==> config.mk <==
export PLATFORM = sky130hd
export DESIGN_NAME = br_ecc_sed_error_logger
export DESIGN_NICKNAME = d
export VERILOG_FILES = /design/src/rtl/br_ecc_sed_error_logger_pkg.sv /design/src/rtl/br_ecc_sat_counter.sv /design/src/rtl/br_ecc_sed_error_logger.sv
export SDC_FILE = /design/constraint.sdc
export NUM_CORES = 1
export LEC_CHECK = 0
export ABC_AREA = 1
export BUFFER_PORTS_ARGS = -buffer_cell sky130_fd_sc_hd__buf_2
export CAP_MARGIN = 15
export CORE_ASPECT_RATIO = 0.8
export CORE_UTILIZATION = 45
export CTS_BUF_LIST = sky130_fd_sc_hd__clkbuf_2 sky130_fd_sc_hd__clkbuf_4 sky130_fd_sc_hd__clkbuf_8
export CTS_CLUSTER_DIAMETER = 100
export DETAILED_ROUTE_END_ITERATION = 8
export GPL_TIMING_DRIVEN = 0
export PLACE_DENSITY = 0.67
export RECOVER_POWER = 50
export SLEW_MARGIN = 20
export SYNTH_ARGS = -nofsm -noshare
export SYNTH_HDL_FRONTEND = slang
export SYNTH_SLANG_ARGS = --single-unit
==> constraint.sdc <==
create_clock -name clk -period 2.4 [get_ports clk]
set_input_delay 0.36 -clock clk [delete_from_list [all_inputs] [get_ports clk]]
set_output_delay 0.36 -clock clk [all_outputs]
set_load 0.01 [all_outputs]
==> src/rtl/br_ecc_sed_error_logger_pkg.sv <==
// Shared types and helpers for the SED error logger.
package br_ecc_sed_error_logger_pkg;

    typedef enum logic [1:0] {
        IDLE     = 2'd0,
        LOGGED   = 2'd1,
        OVERFLOW = 2'd2
    } state_e;

    function automatic logic [63:0] sat_max(input int width);
        return (64'd1 << width) - 64'd1;
    endfunction

endpackage

==> src/rtl/br_ecc_sat_counter.sv <==
// Saturating up-counter; an increment coinciding with a clear yields 1.
module br_ecc_sat_counter
    import br_ecc_sed_error_logger_pkg::*;
#(
    parameter int Width = 8
) (
    input  logic             clk,
    input  logic             rst_n,
    input  logic             incr,
    input  logic             clr,
    output logic [Width-1:0] value
);

    localparam logic [Width-1:0] MaxVal = Width'(sat_max(Width));

    logic [Width-1:0] value_q;
    logic [Width-1:0] value_d;

    always_comb begin
        value_d = value_q;
        if (clr) begin
            value_d = incr ? Width'(1) : '0;
        end else if (incr && (value_q != MaxVal)) begin
            value_d = value_q + Width'(1);
        end
    end

    always_ff @(posedge clk) begin
        if (!rst_n) begin
            value_q <= '0;
        end else begin
            value_q <= value_d;
        end
    end

    assign value = value_q;

endmodule

==> src/rtl/br_ecc_sed_error_logger.sv <==
// Observes the SED decoder beat stream and logs first error, error count and overflow.
module br_ecc_sed_error_logger
    import br_ecc_sed_error_logger_pkg::*;
#(
    parameter int DataWidth  = 1,
    parameter int CountWidth = 8,
    parameter int IndexWidth = 16,
    localparam int CodewordWidth = DataWidth + 1
) (
    input  logic                     clk,
    input  logic                     rst_n,
    input  logic                     dec_valid,
    input  logic [CodewordWidth-1:0] dec_codeword,
    input  logic                     dec_error_due,
    input  logic                     clear,
    output logic                     err_irq,
    output logic                     err_overflow,
    output logic [CountWidth-1:0]    err_count,
    output logic [CodewordWidth-1:0] first_err_codeword,
    output logic [IndexWidth-1:0]    first_err_index
);

    if (DataWidth < 1) begin : g_bad_data_width
        $error("DataWidth must be >= 1");
    end
    if (CountWidth < 1) begin : g_bad_count_width
        $error("CountWidth must be >= 1");
    end
    if (IndexWidth < 1) begin : g_bad_index_width
        $error("IndexWidth must be >= 1");
    end

    state_e                   state_q;
    logic [IndexWidth-1:0]    idx_q;
    logic [IndexWidth-1:0]    idx_d;
    logic [CodewordWidth-1:0] cw_q;
    logic [IndexWidth-1:0]    cap_idx_q;
    logic                     err_beat;

    assign err_beat = dec_valid && dec_error_due;

    // A clear restarts numbering at the current beat, so a coincident valid beat is index 0.
    always_comb begin
        idx_d = idx_q;
        if (clear) begin
            idx_d = dec_valid ? IndexWidth'(1) : '0;
        end else if (dec_valid) begin
            idx_d = idx_q + IndexWidth'(1);
        end
    end

    always_ff @(posedge clk) begin
        if (!rst_n) begin
            state_q   <= IDLE;
            idx_q     <= '0;
            cw_q      <= '0;
            cap_idx_q <= '0;
        end else begin
            idx_q <= idx_d;
            if (clear) begin
                state_q   <= err_beat ? LOGGED : IDLE;
                cw_q      <= err_beat ? dec_codeword : '0;
                cap_idx_q <= '0;
            end else if (err_beat) begin
                case (state_q)
                    IDLE: begin
                        state_q   <= LOGGED;
                        cw_q      <= dec_codeword;
                        cap_idx_q <= idx_q;
                    end
                    default: state_q <= OVERFLOW;
                endcase
            end
        end
    end

    br_ecc_sat_counter #(
        .Width (CountWidth)
    ) u_err_cnt (
        .clk   (clk),
        .rst_n (rst_n),
        .incr  (err_beat),
        .clr   (clear),
        .value (err_count)
    );

    assign err_irq            = (state_q != IDLE);
    assign err_overflow       = (state_q == OVERFLOW);
    assign first_err_codeword = cw_q;
    assign first_err_index    = cap_idx_q;

    a_ovf_implies_irq : assert property (@(posedge clk) disable iff (!rst_n)
        err_overflow |-> err_irq);
    a_irq_implies_count : assert property (@(posedge clk) disable iff (!rst_n)
        err_irq |-> (err_count != '0));
    c_saturated : cover property (@(posedge clk) disable iff (!rst_n)
        err_count == CountWidth'(sat_max(CountWidth)));
    c_clear_with_error : cover property (@(posedge clk) disable iff (!rst_n)
        clear && err_beat);

endmodule

==> summary.txt <==
Status = finished, final reports clean
Setup_tns = 0 ps
Core Rows = 20
Synth top area share = 45.4%
Endpoint class of the critical path = register
Met3 routed WL = 217 um
H-tree depth = 2
Largest area contributor in the netlist = dfxtp_1
Layout area overhead = 13.5%
Max cap viols = 0
Mapped Avg Cell Area = 7.61 um2
Worst hold path class = in2reg
Max Clock Freq = 561 MHz
Number of synthesized flops with an enable pin = 0
Final GP Congestion = 0.793
Crit Path Class = in2reg
CTS tree = yes
Crit-path cells = buf_2, nand2_2, clkinv_4, nand2_1, clkinvlp_2, clkbuf_1, o21ai_1, a21oi_2
CTS Buffer Depth = 2
CP top delay family = buffers and inverters
DRT met1 WL = 2.27 mm
Worst slew pin tran = 543 ps
Pwr Total = 1.35 mW
Leak Pwr = 0.855 nW
Pin count of the biggest net entering global routing = 14
Final Max Slew Viols = 0
Peak VDD IR = 397 uV
CTS Sinks = 44
Tcrit/Tclk final = 74.3%
Count of input and output buffers = 34
CP Max Fanout = 10
Nets = 305
Top layer used by detailed routing = met4
GRT Util Overall = 19.4%
Commonest non-fill, non-tap cell in the layout = nor2_1
Post-DRT Antenna Nets = 0
Worst Path Required = 2580 ps
Unrepaired setup endpoints after global routing = false
Post-synthesis sequential area ratio = 45.4%
Routed WL per cell = 11.3 um
Post-synthesis async set-or-reset flop share = 0%
Slew headroom = 63.8%
Chip height = 60.7 um
Via count = 1691
Storage element area = 881 um2
CP max-delay cell = clkinvlp_2
First drt pass iteration count = 4
Hold-fix buffers, CTS = 0
Buf/Inv on CP = 4
Area occupied by multi-input gates = 876 um2
Synth top area cells = dfxtp_1, nor2_1, nand2_1
Ys Warns = 0
Final setup vio count = 0
DIE WIDTH = 75.4 um
Core Footprint = 3950 um2
DRC Markers = 0
Critical path arrival = 1960 ps
Main synth FF type = dfxtp_1
Hold Violations, Final = 0
N_diodes = 0
Antenna violations before repair = 0
Vias in the first global route = 1389
Clock slew at reported path FFs = 80 ps
Post-synth cell types = 31
Instance count of the mapped netlist = 255
Crit path depth = 8
Pwr/cell area = 615 nW/um2
Slowest stage delay, CP = 400 ps
First-pass GRT wire length = 6.43 mm
Post-CTS Setup Bufs = 0
Ports = 35
Most frequent cells in the layout = nor2_1, dfxtp_1, nand2_1, a21oi_1, clkbuf_1
Worst-Skew Late Latency = 300 ps
Layout cells sized above 1 = 15.8%
CTS buffer count = 5
CTS root buf = clkbuf_8
Die area = 4580 um2
Fillers = 420
Syn nets = 264
Worst setup SP type = input port
Reg2Reg Depth = 6
Total global routing overflow = 0
Post-layout min period = 1780 ps
DR WL met2 = 1.41 mm
Starting Density = 49.1%
Iteration-0 DRC Markers = 53
Post-synthesis register bit count = 44
Total Wirelength = 3.96 mm
Avg Vias per Cell = 4.80
Min-Delay Path Depth = 3
Mapped Area = 1940 um2
Post-DP HPWL = 2.95 mm
Clk_skew = 3.78 ps
Post-CTS sizing = 0
metrics by stage:
| step | setup slack [ps] | utilization [%] | area, um2 | std cells | hold slack [ps] |
|---|---|---|---|---|---|
| 3_5_place_dp | 799 | 55.1 | 2180 | 344 | 455 |
| 5_1_grt | 397 | 55.7 | 2200 | 352 | 310 |
| 6_report | 618 | 55.7 | 2200 | 352 | 312 |
| 4_1_cts | 786 | 57.6 | 2280 | 352 | 302 |
| 2_1_floorplan | 987 | - | 1940 | 255 | 455 |
| 3_3_place_gp | 793 | 55.1 | 2180 | 344 | 450 |
area by class of cell:
type,instances,area share (%)
sequential,44,40.0
inverter,26,4.72
multi-input combinational,180,39.8
timing repair buffer,34,6.65
clock inverter,1,0.341
tap,55,3.13
clock buffer,7,4.09
buffer,5,1.31
state kept, by name (all words and copies together) (netlist names):
| register | flops |
|---|---|
| first_err_codeword | 2 |
| first_err_index | 16 |
| idx_q | 16 |
| state_q | 2 |
| u_err_cnt.value | 8 |
cell families (layout without fill, tap and decap cells):
group | Yosys count | after routing | share of synthesized area, %
and+or+nand+nor | 115 | 115 | 27.8
AOI/OAI and AO/OA | 63 | 63 | 17.4
DFF | 44 | 44 | 45.4
adders and majority gates | 2 | 2 | 1.29
buffers and inverters | 31 | 73 | 8.06
path summary, 6_finish.rpt:
check	start	end	slack, ps
max	dec_valid	first_err_index[13]	620
min	dec_codeword[1]	first_err_codeword[1]	310
max reg2reg	state_q[0]	first_err_index[13]	620
min reg2reg	first_err_codeword[1]	first_err_codeword[1]	470
tightest hold or removal path, cell delays in order:
cell     delay (ps)
buf_2            90
nand2_1          50
a21oi_1          60
power breakdown:
group / leakage (nW) / switching [mW] / internal [mW]
clock: 0.0479 / 0.245 / 0.245
sequential: 0.357 / 0.0105 / 0.746
combinational: 0.450 / 0.0722 / 0.0353
Yosys cell counts, drive strengths merged, types with 2 or more instances:
library cell   n
nand4          2
a211oi         2
ha             2
clkbuf         2
nor2          48
nand2         48
buf            3
a21oi         29
inv           25
dfxtp         44
nor3           7
o21ai         31
nand3          8
routing by layer:
metal  track usage, %  vias to the layer above
li1                 -                      915
met1             30.7                      728
met2             24.2                       40
met3             4.49                        8
met4             8.73                        0
met5                0                        -
No activity file was read; power rests on OpenSTA's default activity.
